--- src/rtl/bit_balance_monitor.sv ---
// Purpose: accumulates running disparity (ones minus zeros) and total ones of per-byte popcounts over a fixed window.
// Latency: window result is registered and visible one cycle after the final accepted byte of the window.
// Backpressure: in_ready drops while a result is held; result stays stable until out_valid & out_ready.
module bit_balance_monitor #(
    parameter int          WINDOW = 16,
    parameter int          ACC_W  = 10,
    parameter int unsigned THRESH = 32
) (
    input  logic             clk,
    input  logic             reset,
    input  logic             in_valid,
    output logic             in_ready,
    input  logic [3:0]       in_count,
    input  logic             clear,
    output logic             out_valid,
    input  logic             out_ready,
    output logic [ACC_W-1:0] out_disparity,
    output logic [ACC_W-1:0] out_ones,
    output logic             out_imbalance,
    output logic             out_err
);

    localparam int               CNT_W    = $clog2(WINDOW + 1);
    localparam logic [CNT_W-1:0] LAST_CNT = CNT_W'(WINDOW);

    typedef enum logic [1:0] {
        IDLE   = 2'd0,
        ACCUM  = 2'd1,
        REPORT = 2'd2
    } state_t;

    state_t             state_q, state_d;
    logic [ACC_W-1:0]   disp_q, disp_d;
    logic [ACC_W-1:0]   ones_q, ones_d;
    logic [CNT_W-1:0]   cnt_q, cnt_d;
    logic               err_q, err_d;
    logic               out_valid_q, out_valid_d;
    logic [ACC_W-1:0]   out_disp_q, out_disp_d;
    logic [ACC_W-1:0]   out_ones_q, out_ones_d;
    logic               out_imb_q, out_imb_d;
    logic               out_err_q, out_err_d;

    // Datapath for one incoming byte: clamp, signed term, saturating sums.
    logic                illegal;
    logic [3:0]          c_clamp;
    logic signed [5:0]   term;
    logic signed [ACC_W:0] disp_sum;
    logic [ACC_W:0]      ones_sum;
    logic [ACC_W-1:0]    disp_new;
    logic [ACC_W-1:0]    ones_new;
    logic [ACC_W:0]      disp_mag;
    logic                imb_new;
    logic [CNT_W-1:0]    cnt_inc;
    logic                last_byte;

    // Compute the would-be accumulator values if the current byte is accepted.
    always_comb begin
        illegal  = (in_count > 4'd8);
        c_clamp  = illegal ? 4'd8 : in_count;
        // 2*c - 8 lies in [-8, +8], so six signed bits are enough.
        term     = $signed({1'b0, c_clamp, 1'b0}) - 6'sd8;
        disp_sum = $signed({disp_q[ACC_W-1], disp_q}) + (ACC_W+1)'(term);
        // Overflow shows up as disagreement between the two top bits.
        if (disp_sum[ACC_W] != disp_sum[ACC_W-1]) begin
            disp_new = disp_sum[ACC_W] ? {1'b1, {(ACC_W-1){1'b0}}}
                                       : {1'b0, {(ACC_W-1){1'b1}}};
        end else begin
            disp_new = disp_sum[ACC_W-1:0];
        end
        ones_sum = {1'b0, ones_q} + (ACC_W+1)'(c_clamp);
        ones_new = ones_sum[ACC_W] ? {ACC_W{1'b1}} : ones_sum[ACC_W-1:0];
        // One extra bit so the most negative disparity has a representable magnitude.
        disp_mag = {disp_new[ACC_W-1], disp_new};
        if (disp_new[ACC_W-1]) begin
            disp_mag = ~disp_mag + (ACC_W+1)'(1);
        end
        imb_new   = (32'(disp_mag) > THRESH);
        cnt_inc   = cnt_q + CNT_W'(1);
        last_byte = (cnt_inc == LAST_CNT);
    end

    // Input side is open whenever no result is waiting for the consumer.
    always_comb begin
        in_ready = (state_q != REPORT);
    end

    // Next-state and next-register logic; clear overrides all normal traffic.
    always_comb begin
        state_d     = state_q;
        disp_d      = disp_q;
        ones_d      = ones_q;
        cnt_d       = cnt_q;
        err_d       = err_q;
        out_valid_d = out_valid_q;
        out_disp_d  = out_disp_q;
        out_ones_d  = out_ones_q;
        out_imb_d   = out_imb_q;
        out_err_d   = out_err_q;

        if (clear) begin
            // Aborts the window and drops any pending result; the byte on the bus is not taken.
            state_d     = IDLE;
            disp_d      = '0;
            ones_d      = '0;
            cnt_d       = '0;
            err_d       = 1'b0;
            out_valid_d = 1'b0;
        end else begin
            case (state_q)
                IDLE, ACCUM: begin
                    if (in_valid) begin
                        disp_d = disp_new;
                        ones_d = ones_new;
                        cnt_d  = cnt_inc;
                        err_d  = err_q | illegal;
                        if (last_byte) begin
                            // Window closes on this edge, totals include the closing byte.
                            state_d     = REPORT;
                            out_valid_d = 1'b1;
                            out_disp_d  = disp_new;
                            out_ones_d  = ones_new;
                            out_imb_d   = imb_new;
                            out_err_d   = err_q | illegal;
                        end else begin
                            state_d = ACCUM;
                        end
                    end
                end
                REPORT: begin
                    if (out_ready) begin
                        // Handshake retires the result; input reopens next cycle.
                        state_d     = IDLE;
                        out_valid_d = 1'b0;
                        disp_d      = '0;
                        ones_d      = '0;
                        cnt_d       = '0;
                        err_d       = 1'b0;
                    end
                end
                default: begin
                    state_d     = IDLE;
                    out_valid_d = 1'b0;
                    disp_d      = '0;
                    ones_d      = '0;
                    cnt_d       = '0;
                    err_d       = 1'b0;
                end
            endcase
        end
    end

    // State and result registers with asynchronous reset.
    always_ff @(posedge clk or posedge reset) begin
        if (reset) begin
            state_q     <= IDLE;
            disp_q      <= '0;
            ones_q      <= '0;
            cnt_q       <= '0;
            err_q       <= 1'b0;
            out_valid_q <= 1'b0;
            out_disp_q  <= '0;
            out_ones_q  <= '0;
            out_imb_q   <= 1'b0;
            out_err_q   <= 1'b0;
        end else begin
            state_q     <= state_d;
            disp_q      <= disp_d;
            ones_q      <= ones_d;
            cnt_q       <= cnt_d;
            err_q       <= err_d;
            out_valid_q <= out_valid_d;
            out_disp_q  <= out_disp_d;
            out_ones_q  <= out_ones_d;
            out_imb_q   <= out_imb_d;
            out_err_q   <= out_err_d;
        end
    end

    // All outputs come straight from registers.
    always_comb begin
        out_valid     = out_valid_q;
        out_disparity = out_disp_q;
        out_ones      = out_ones_q;
        out_imbalance = out_imb_q;
        out_err       = out_err_q;
    end

endmodule
--- config.mk ---
export PLATFORM = sky130hd
export DESIGN_NAME = bit_balance_monitor
export DESIGN_NICKNAME = d
export VERILOG_FILES = /design/src/rtl/bit_balance_monitor.sv
export SDC_FILE = /design/constraint.sdc
export NUM_CORES = 1
export LEC_CHECK = 0
export CELL_PAD_IN_SITES_DETAIL_PLACEMENT = 0
export CELL_PAD_IN_SITES_GLOBAL_PLACEMENT = 1
export CORE_MARGIN = 2
export CORE_UTILIZATION = 47
export DETAILED_ROUTE_END_ITERATION = 8
export GPL_ROUTABILITY_DRIVEN = 1
export GPL_TIMING_DRIVEN = 0
export PLACE_DENSITY = 0.95
export SETUP_SLACK_MARGIN = 0.02
export SYNTH_ARGS = -nofsm -noshare
export SYNTH_HDL_FRONTEND = slang
export SYNTH_SLANG_ARGS = --single-unit
--- constraint.sdc ---
create_clock -name clk -period 11.1 [get_ports clk]
set_input_delay 1.665 -clock clk [delete_from_list [all_inputs] [get_ports clk]]
set_output_delay 1.665 -clock clk [all_outputs]
set_load 0.03 [all_outputs]
==> results of run 1 <==
cells in the mapped netlist, drive strengths merged, types with 3 or more instances:
cell | number | area, um^2
or2 | 3 | 18.77
a211oi | 9 | 72.57
o21ai | 52 | 260.3
nand4 | 6 | 37.54
xor2 | 4 | 35.03
nor3 | 10 | 50.05
nor2 | 23 | 88.84
and2 | 5 | 33.79
buf | 3 | 13.76
a21o | 7 | 52.55
inv | 17 | 63.81
o31ai | 5 | 51.30
ha | 17 | 212.7
nand2 | 47 | 176.4
xnor2 | 7 | 61.31
clkbuf | 10 | 37.54
mux2 | 4 | 45.04
a22o | 3 | 26.28
dfrtp | 51 | 1276
nand3 | 6 | 30.03
nand2b | 8 | 50.05
nor4 | 3 | 18.77
a21oi | 20 | 103.9
nor2b | 3 | 18.77
registers in the layout, indices dropped and copies added, names as in the netlist:
| name | count |
|---|---|
| out_imbalance | 1 |
| out_err | 1 |
| out_valid | 1 |
| state_q | 2 |
| disp_q | 10 |
| out_disparity | 10 |
| err_q | 1 |
| out_ones | 10 |
| cnt_q | 5 |
| ones_q | 10 |
metal layers:
| metal | share of wire [%] | wire (um) | vias to the layer above |
|---|---|---|---|
| li1 | - | - | 1384 |
| met1 | 48 | 3851 | 1334 |
| met2 | 46 | 3684 | 78 |
| met3 | 4.7 | 381 | 13 |
| met4 | 1.4 | 114 | 0 |
| met5 | 0 | 0 | - |
critical path, delay by kind of cell:
family	cells	cell delay (ns)
adder cells (fa/ha/maj)	4	1.23
XOR/XNOR	1	0.09
buffers and inverters	4	1.19
AO/OA/AOI/OAI	9	1.51
AND/OR/NAND/NOR	5	1.34
power by group:
group	internal (mW)	switching (mW)	leakage [nW]
Combinational	0.0884	0.159	0.847
Clock	0.0464	0.0703	0.0463
Sequential	0.197	0.00841	0.700
final timing paths:
kind / startpoint / endpoint / cells past startpoint
hold / removal: ones_q[3] / ones_q[3] / 2
max in group asynchronous: reset / out_ones[7] / 3
setup reg to reg: disp_q[1] / out_imbalance / 21
hold reg to reg: ones_q[3] / ones_q[3] / 2
min in group asynchronous: reset / cnt_q[3] / 2
setup / recovery: in_count[3] / out_imbalance / 23
final cells by class:
type	instances	area share (%)
clock inverters	3	0.7410
repair buffers	33	9.161
flip-flops and latches	51	34.35
well taps	77	2.593
clock buffers	5	1.852
plain buffers	13	1.381
multi-input cells	279	48.20
inverters	17	1.718
through the flow:
step	worst slack [ns]	cells	area [um^2]
3_3_place_gp	4.074	469	3598
2_1_floorplan	5.382	360	3182
3_5_place_dp	4.001	470	3618
4_1_cts	4.323	478	3715
6_report	4.284	478	3715
5_1_grt	3.838	478	3715
cell usage in the layout, fill, tap and decap left out, types with 3 or more instances in the layout:
cell type / instances
sky130_fd_sc_hd__a211oi_1: 8
sky130_fd_sc_hd__a21o_1: 7
sky130_fd_sc_hd__a21oi_1: 19
sky130_fd_sc_hd__a22o_1: 3
sky130_fd_sc_hd__and2_1: 3
sky130_fd_sc_hd__clkbuf_1: 10
sky130_fd_sc_hd__clkbuf_8: 5
sky130_fd_sc_hd__clkdlybuf4s50_1: 32
sky130_fd_sc_hd__dfrtp_1: 51
sky130_fd_sc_hd__ha_1: 17
sky130_fd_sc_hd__inv_1: 16
sky130_fd_sc_hd__mux2_2: 3
sky130_fd_sc_hd__nand2_1: 47
sky130_fd_sc_hd__nand2b_1: 8
sky130_fd_sc_hd__nand3_1: 6
sky130_fd_sc_hd__nand4_1: 6
sky130_fd_sc_hd__nor2_1: 22
sky130_fd_sc_hd__nor2b_1: 3
sky130_fd_sc_hd__nor3_1: 10
sky130_fd_sc_hd__nor4_1: 3
sky130_fd_sc_hd__o21ai_0: 52
sky130_fd_sc_hd__o31ai_1: 4
sky130_fd_sc_hd__or2_2: 3
sky130_fd_sc_hd__xnor2_1: 7
sky130_fd_sc_hd__xor2_1: 4
kinds of logic after synthesis:
| logic type | Yosys count | share of synthesized area (%) |
|---|---|---|
| simple gates | 125 | 19.23 |
| compound gates | 118 | 24.03 |
| flops | 51 | 40.11 |
| buf+inv | 30 | 3.618 |
| fa+ha+maj | 19 | 7.943 |
| xor+xnor | 11 | 3.028 |
| mux | 6 | 2.045 |
==> impl_results.html, run 1 <==
<table>
<tr><th>Metric</th><th>Value</th></tr>
<tr><th colspan="2">Drt</th></tr>
<tr><td>Remaining routing DRC violations</td><td>0</td></tr>
<tr><td>Vias per std cell</td><td>5.877</td></tr>
<tr><td>Average wire per standard cell</td><td>16.81 um</td></tr>
<tr><td>Via count of the routed design</td><td>2809</td></tr>
<tr><td>Drt initial violations</td><td>241</td></tr>
<tr><td>Count of antenna-violating nets left after detailed routing</td><td>0</td></tr>
<tr><td>Total wire length after detailed routing</td><td>8033 um</td></tr>
<tr><td>Drt first pass iters</td><td>4</td></tr>
<tr><th colspan="2">STA</th></tr>
<tr><td>RSZ-0062 raised after global routing</td><td>false</td></tr>
<tr><td>Setup Skew</td><td>0.01342 ns</td></tr>
<tr><td>Final count of negative-setup-slack endpoints</td><td>0</td></tr>
<tr><td>Final hold violation count</td><td>0</td></tr>
<tr><td>Maximum operating frequency</td><td>146.7 MHz</td></tr>
<tr><td>Worst relative slew slack</td><td>52.86%</td></tr>
<tr><td>Worst slew pin tran</td><td>0.7045 ns</td></tr>
<tr><td>Post-route setup TNS</td><td>0 ns</td></tr>
<tr><td>Final min period</td><td>6.816 ns</td></tr>
<tr><td>Share of the cycle needed by the critical path after routing</td><td>61.40%</td></tr>
<tr><td>Post-route worst hold slack</td><td>0.4905 ns</td></tr>
<tr><td>Slew Limit Fails</td><td>0</td></tr>
<tr><th colspan="2">CTS</th></tr>
<tr><td>H-tree depth reported by CTS</td><td>2</td></tr>
<tr><td>Maximum clock path buffer count</td><td>2</td></tr>
<tr><td>Clock insertion delay at the later pin of the skew report</td><td>0.32 ns</td></tr>
<tr><td>Setup Fix Bufs, Post-CTS</td><td>0</td></tr>
<tr><td>Clock sink total</td><td>51</td></tr>
<tr><td>CTS clk-pin slew, worst paths</td><td>0.11 ns</td></tr>
<tr><td>Cts repair resizes</td><td>0</td></tr>
<tr><td>Hold-fix buffers, CTS</td><td>0</td></tr>
<tr><td>Number of buffers added by the clock tree synthesis step</td><td>5</td></tr>
<tr><td>CTS tree</td><td>yes</td></tr>
<tr><td>Cell chosen for the clock root</td><td>sky130_fd_sc_hd__clkbuf_8</td></tr>
<tr><th colspan="2">Worst setup path</th></tr>
<tr><td>CP endpoint kind</td><td>register</td></tr>
<tr><td>Slowest stage delay, CP</td><td>0.52 ns</td></tr>
<tr><td>Endpoint required time on the critical path</td><td>11.30 ns</td></tr>
<tr><td>Nature of the critical path startpoint</td><td>input pin</td></tr>
<tr><td>Worst Path Arrival</td><td>7.02 ns</td></tr>
<tr><td>Highest-delay cell along the critical path</td><td>sky130_fd_sc_hd__clkdlybuf4s50_1</td></tr>
<tr><td>Cell breakdown of the critical path</td><td>clkdlybuf4s50_1, nor2b_1, ha_1, inv_1, fa_1, nand2b_1, a21oi_1, o21ai_0, a21oi_1, o21ai_0, nand2b_1, xnor2_1, ha_1, buf_2, buf_1, o21ai_0, ha_1, or4_1, nor3_1, a211o_1, o2111ai_1, a221oi_2, o221ai_1</td></tr>
<tr><td>Biggest fanout along the worst timing path</td><td>10</td></tr>
<tr><td>Worst Setup Path Type</td><td>in2reg</td></tr>
<tr><td>Setup slack of the worst register-to-register path</td><td>6.06 ns</td></tr>
<tr><th colspan="2">Finish</th></tr>
<tr><td>Layout cells sized above 1</td><td>6.234%</td></tr>
<tr><td>Area used by multi-input combinational logic</td><td>1790 um^2</td></tr>
<tr><td>Ant diodes</td><td>0</td></tr>
<tr><td>Net count reported at finish</td><td>428</td></tr>
<tr><td>Synth-to-layout area growth</td><td>16.75%</td></tr>
<tr><td>Post-Route Utilization</td><td>57.52%</td></tr>
<tr><td>Number of filler cells placed in the layout</td><td>585</td></tr>
<tr><td>Register cell area after layout</td><td>1276 um^2</td></tr>
<tr><th colspan="2">GRT</th></tr>
<tr><td>Total overflow reported by the global router</td><td>0</td></tr>
<tr><td>Overall fraction of global-route tracks in use</td><td>23.04%</td></tr>
<tr><td>Pin count of the biggest net entering global routing</td><td>38</td></tr>
<tr><td>Routing usage on met3</td><td>4.762%</td></tr>
<tr><td>GR met1 Demand/Resource</td><td>32.88%</td></tr>
<tr><td>Global route hottest layer</td><td>met2</td></tr>
<tr><td>Global-route wire length before repair</td><td>13590 um</td></tr>
<tr><td>Number of global-route vias before repair</td><td>2746</td></tr>
<tr><td>Global-route met2 utilization</td><td>35.45%</td></tr>
<tr><td>Antenna violations before repair</td><td>0</td></tr>
<tr><th colspan="2">Power and ir drop</th></tr>
<tr><td>Max rail drop VDD</td><td>0.09771 mV</td></tr>
<tr><td>Total chip power</td><td>0.5693 mW</td></tr>
<tr><td>Power density over the cells</td><td>153.2 nW/um^2</td></tr>
<tr><td>Reported leakage power</td><td>1.593 nW</td></tr>
<tr><th colspan="2">Floorplanning</th></tr>
<tr><td># IOs</td><td>33</td></tr>
<tr><td>Die area</td><td>7444 um^2</td></tr>
<tr><td>Placeable core region</td><td>6459 um^2</td></tr>
<tr><td>Die boundary height</td><td>86.28 um</td></tr>
<tr><td>Die X</td><td>86.28 um</td></tr>
<tr><td>Initial core utilization</td><td>49.26%</td></tr>
<tr><td>Number of standard-cell rows in the floorplan</td><td>29</td></tr>
<tr><th colspan="2">Job</th></tr>
<tr><td>Max capacitance violation total</td><td>0</td></tr>
<tr><th colspan="2">Synthesis</th></tr>
<tr><td>Syn Area/Cell</td><td>8.838 um^2</td></tr>
<tr><td>Number of standard cells after synthesis</td><td>360</td></tr>
<tr><td>Synth warnings</td><td>0</td></tr>
<tr><td>Async SR Flop Fraction</td><td>100.0%</td></tr>
<tr><td>Net Count, Synth</td><td>388</td></tr>
<tr><td>Post-synth EDFFs</td><td>0</td></tr>
<tr><td>Count of state elements after synthesis</td><td>51</td></tr>
<tr><td>Syn Std Cell Area</td><td>3182 um^2</td></tr>
<tr><td>Sequential-to-total area share from yosys stat</td><td>40.11%</td></tr>
<tr><td>Unique cell type count in the Yosys netlist</td><td>58</td></tr>
<tr><td>Most frequently used flop master after synthesis</td><td>sky130_fd_sc_hd__dfrtp_1</td></tr>
<tr><th colspan="2">Outcome</th></tr>
<tr><td>Result of the run</td><td>completed</td></tr>
<tr><th colspan="2">Placed design</th></tr>
<tr><td>HPWL after DPL</td><td>6007 um</td></tr>
<tr><td>Number of port buffers</td><td>32</td></tr>
<tr><td>Weighted congestion reported at the end of routability-driven placement</td><td>0.9510</td></tr>
<tr><th colspan="2">Worst hold path</th></tr>
<tr><td>Class of the worst hold path</td><td>reg2reg</td></tr>
</table>
No activity file was read; power rests on OpenSTA's default activity.
==> run 2, diff against run 1 <==
--- a/config.mk
+++ b/config.mk
@@ -8,11 +8,11 @@
 export CELL_PAD_IN_SITES_DETAIL_PLACEMENT = 0
 export CELL_PAD_IN_SITES_GLOBAL_PLACEMENT = 1
 export CORE_MARGIN = 2
-export CORE_UTILIZATION = 47
+export CORE_UTILIZATION = 39
 export DETAILED_ROUTE_END_ITERATION = 8
 export GPL_ROUTABILITY_DRIVEN = 1
 export GPL_TIMING_DRIVEN = 0
-export PLACE_DENSITY = 0.95
+export PLACE_DENSITY = 0.85
 export SETUP_SLACK_MARGIN = 0.02
 export SYNTH_ARGS = -nofsm -noshare
 export SYNTH_HDL_FRONTEND = slang
==> constraint.sdc (replaced) <==
create_clock -name clk -period 5.5 [get_ports clk]
set_input_delay 0.825 -clock clk [delete_from_list [all_inputs] [get_ports clk]]
set_output_delay 0.825 -clock clk [all_outputs]
set_load 0.03 [all_outputs]
==> run 2 against run 1 <==
- clock skew down 0.0069 ns
- worst setup slack worse by 4.0 ns
- first-iteration DRC count down 39%
- worst hold slack worse by 0.0037 ns
- via count down 0.36%
- power up 110%
- clock power up 100%
- final cell count up 5.9%
- combinational power up 110%
- sequential share of layout area down 1.1 points
- largest cell class unchanged
- largest power group unchanged
- highest routed layer unchanged
==> impl_results.html, run 2 (synthesis gave the netlist of run 1 again) <==
<table>
<tr><th>Metric</th><th>Value</th></tr>
<tr><th colspan="2">Outcome</th></tr>
<tr><td>Result of the run</td><td>completed</td></tr>
<tr><th colspan="2">Drt</th></tr>
<tr><td>Via count of the routed design</td><td>2799</td></tr>
<tr><td>Drt first pass iters</td><td>4</td></tr>
<tr><td>Average wire per standard cell</td><td>15.65 um</td></tr>
<tr><td>Count of antenna-violating nets left after detailed routing</td><td>0</td></tr>
<tr><td>Drt initial violations</td><td>146</td></tr>
<tr><td>Vias per std cell</td><td>5.532</td></tr>
<tr><td>Remaining routing DRC violations</td><td>0</td></tr>
<tr><td>Total wire length after detailed routing</td><td>7920 um</td></tr>
<tr><th colspan="2">Finish</th></tr>
<tr><td>Most common cell after layout, fill and taps aside</td><td>sky130_fd_sc_hd__dfrtp_1</td></tr>
<tr><td>Synth-to-layout area growth</td><td>20.76%</td></tr>
<tr><td>Number of filler cells placed in the layout</td><td>759</td></tr>
<tr><td>Layout cells sized above 1</td><td>9.901%</td></tr>
<tr><td>Net count reported at finish</td><td>431</td></tr>
<tr><td>Post-Route Utilization</td><td>49.21%</td></tr>
<tr><td>Commonest non-fill, non-tap cells in the layout</td><td>sky130_fd_sc_hd__dfrtp_1, sky130_fd_sc_hd__o21ai_0, sky130_fd_sc_hd__nand2_1</td></tr>
<tr><td>Ant diodes</td><td>0</td></tr>
<tr><th colspan="2">CTS</th></tr>
<tr><td>Cell chosen for the clock root</td><td>sky130_fd_sc_hd__clkbuf_8</td></tr>
<tr><td>CTS tree</td><td>yes</td></tr>
<tr><td>Clock sink total</td><td>51</td></tr>
<tr><td>H-tree depth reported by CTS</td><td>2</td></tr>
<tr><td>Number of buffers added by the clock tree synthesis step</td><td>5</td></tr>
<tr><td>Hold-fix buffers, CTS</td><td>0</td></tr>
<tr><td>Clock insertion delay at the later pin of the skew report</td><td>0.30 ns</td></tr>
<tr><td>Maximum clock path buffer count</td><td>2</td></tr>
<tr><td>CTS clk-pin slew, worst paths</td><td>0.09 ns</td></tr>
<tr><th colspan="2">Worst setup path</th></tr>
<tr><td>Biggest fanout along the worst timing path</td><td>10</td></tr>
<tr><td>Worst Setup Path Type</td><td>in2reg</td></tr>
<tr><td>Worst Path Arrival</td><td>5.42 ns</td></tr>
<tr><td>Endpoint required time on the critical path</td><td>5.66 ns</td></tr>
<tr><td>CP endpoint kind</td><td>register</td></tr>
<tr><td>Nature of the critical path startpoint</td><td>input pin</td></tr>
<tr><th colspan="2">STA</th></tr>
<tr><td>Fin worst setup slack</td><td>0.2461 ns</td></tr>
<tr><td>Maximum operating frequency</td><td>190.3 MHz</td></tr>
<tr><td>Final min period</td><td>5.254 ns</td></tr>
<tr><td>Share of the cycle needed by the critical path after routing</td><td>95.52%</td></tr>
<tr><td>Worst slew pin tran</td><td>0.7053 ns</td></tr>
<tr><td>Final count of negative-setup-slack endpoints</td><td>0</td></tr>
<tr><td>Final hold violation count</td><td>0</td></tr>
<tr><td>Slew Limit Fails</td><td>0</td></tr>
<tr><td>RSZ-0062 raised after global routing</td><td>false</td></tr>
<tr><td>Worst relative slew slack</td><td>52.81%</td></tr>
<tr><td>Setup Skew</td><td>0.006478 ns</td></tr>
<tr><td>Post-route worst hold slack</td><td>0.4867 ns</td></tr>
<tr><th colspan="2">Floorplanning</th></tr>
<tr><td>Placeable core region</td><td>7807 um^2</td></tr>
<tr><td>Die X</td><td>94.33 um</td></tr>
<tr><td>Initial core utilization</td><td>40.75%</td></tr>
<tr><td># IOs</td><td>33</td></tr>
<tr><td>Number of standard-cell rows in the floorplan</td><td>32</td></tr>
<tr><td>Die area</td><td>8897 um^2</td></tr>
<tr><td>Die boundary height</td><td>94.33 um</td></tr>
<tr><th colspan="2">Job</th></tr>
<tr><td>Max capacitance violation total</td><td>0</td></tr>
<tr><th colspan="2">Placed design</th></tr>
<tr><td>HPWL after DPL</td><td>6033 um</td></tr>
<tr><td>Number of port buffers</td><td>32</td></tr>
<tr><td>Weighted congestion reported at the end of routability-driven placement</td><td>0.8681</td></tr>
<tr><td>Worst slack at placement</td><td>-0.8177 ns</td></tr>
<tr><th colspan="2">Power and ir drop</th></tr>
<tr><td>Max rail drop VDD</td><td>0.1911 mV</td></tr>
<tr><td>Total chip power</td><td>1.171 mW</td></tr>
<tr><td>Reported leakage power</td><td>1.637 nW</td></tr>
<tr><td>Power density over the cells</td><td>304.7 nW/um^2</td></tr>
<tr><th colspan="2">GRT</th></tr>
<tr><td>Global route hottest layer</td><td>met2</td></tr>
<tr><td>GR met1 Demand/Resource</td><td>29.01%</td></tr>
<tr><td>Pin count of the biggest net entering global routing</td><td>41</td></tr>
<tr><td>Global-route wire length before repair</td><td>13430 um</td></tr>
<tr><td>Global-route met2 utilization</td><td>29.64%</td></tr>
<tr><td>Total overflow reported by the global router</td><td>0</td></tr>
<tr><td>Overall fraction of global-route tracks in use</td><td>19.07%</td></tr>
<tr><td>Antenna violations before repair</td><td>0</td></tr>
<tr><td>Routing usage on met3</td><td>2.327%</td></tr>
<tr><td>Number of global-route vias before repair</td><td>2673</td></tr>
<tr><th colspan="2">Worst hold path</th></tr>
<tr><td>Class of the worst hold path</td><td>reg2reg</td></tr>
</table>
-- run 2: changes by cell type in the layout (fill, tap and decap cells not counted), moves of 2 or more --
cell,delta
sky130_fd_sc_hd__o21ai_0,-3
sky130_fd_sc_hd__nor2_1,-2
sky130_fd_sc_hd__ha_1,-2
sky130_fd_sc_hd__o21ai_2,+2
sky130_fd_sc_hd__clkbuf_8,+2
sky130_fd_sc_hd__buf_4,+4
-- run 2: worst max-delay path, stage by stage --
cell and delay (ns):
sky130_fd_sc_hd__clkdlybuf4s50_1 0.51, sky130_fd_sc_hd__nor2_4 0.25, sky130_fd_sc_hd__ha_1 0.35, sky130_fd_sc_hd__a21o_1 0.23, sky130_fd_sc_hd__a2111o_1 0.43, sky130_fd_sc_hd__and2_4 0.17, sky130_fd_sc_hd__nor2_2 0.22, sky130_fd_sc_hd__ha_1 0.32
sky130_fd_sc_hd__buf_6 0.16, sky130_fd_sc_hd__buf_4 0.18, sky130_fd_sc_hd__nand2_2 0.09, sky130_fd_sc_hd__o21ai_2 0.08, sky130_fd_sc_hd__ha_2 0.19, sky130_fd_sc_hd__or4_1 0.52, sky130_fd_sc_hd__nor3_2 0.20, sky130_fd_sc_hd__a211o_1 0.12
sky130_fd_sc_hd__o2111ai_1 0.15, sky130_fd_sc_hd__a221oi_2 0.28, sky130_fd_sc_hd__o221ai_1 0.14
-- run 2: where the power goes --
part           internal [mW]  switching (mW)  leakage [nW]
registers              0.398          0.0189         0.700
logic                  0.199           0.321         0.886
clock network          0.115           0.120        0.0515
total                  0.712           0.459          1.64
-- run 2: final timing paths --
path                        startpoint          endpoint  slack [ns]  cells past startpoint
setup / recovery           in_count[2]     out_imbalance        0.25                     19
setup reg to reg             disp_q[7]     out_imbalance        1.09                     17
hold / removal             out_ones[1]       out_ones[1]        0.49                      1
max in group asynchronous        reset  out_disparity[7]        4.23                      3
hold reg to reg            out_ones[1]       out_ones[1]        0.49                      1
min in group asynchronous        reset          cnt_q[4]        0.76                      2
-- run 2: layer usage --
layer	part of all wire (%)	vias up
li1	-	1394
met1	50	1345
met2	46	56
met3	3.4	4
met4	0.61	0
met5	0	-
-- run 2: final cells by class --
type / count / area (um^2) / area share (%)
sequential: 51 / 1276 / 33.21
multi-input combinational: 279 / 1852 / 48.19
buffer: 13 / 61.31 / 1.596
tap: 102 / 127.6 / 3.321
inverter: 17 / 63.81 / 1.661
timing repair buffer: 36 / 361.6 / 9.411
clock buffer: 8 / 100.1 / 2.605
-- run 2: timing repair --
item                                    4_1_cts  5_1_grt
gates resized for setup                       7       17
buffers inserted                              1        2
endpoints found under the setup margin        1        1
pin swaps                                     0        3
-- run 2: through the flow --
| stage | instances | cell area, um^2 | setup TNS, ns |
|---|---|---|---|
| final | 506 | 3842 | 0 |
| after CTS | 504 | 3777 | 0 |
| after global routing | 506 | 3842 | 0 |
| after floorplan | 360 | 3182 | 0 |
| after global placement | 494 | 3630 | -0.7634 |
| after detailed placement | 495 | 3650 | -0.8177 |
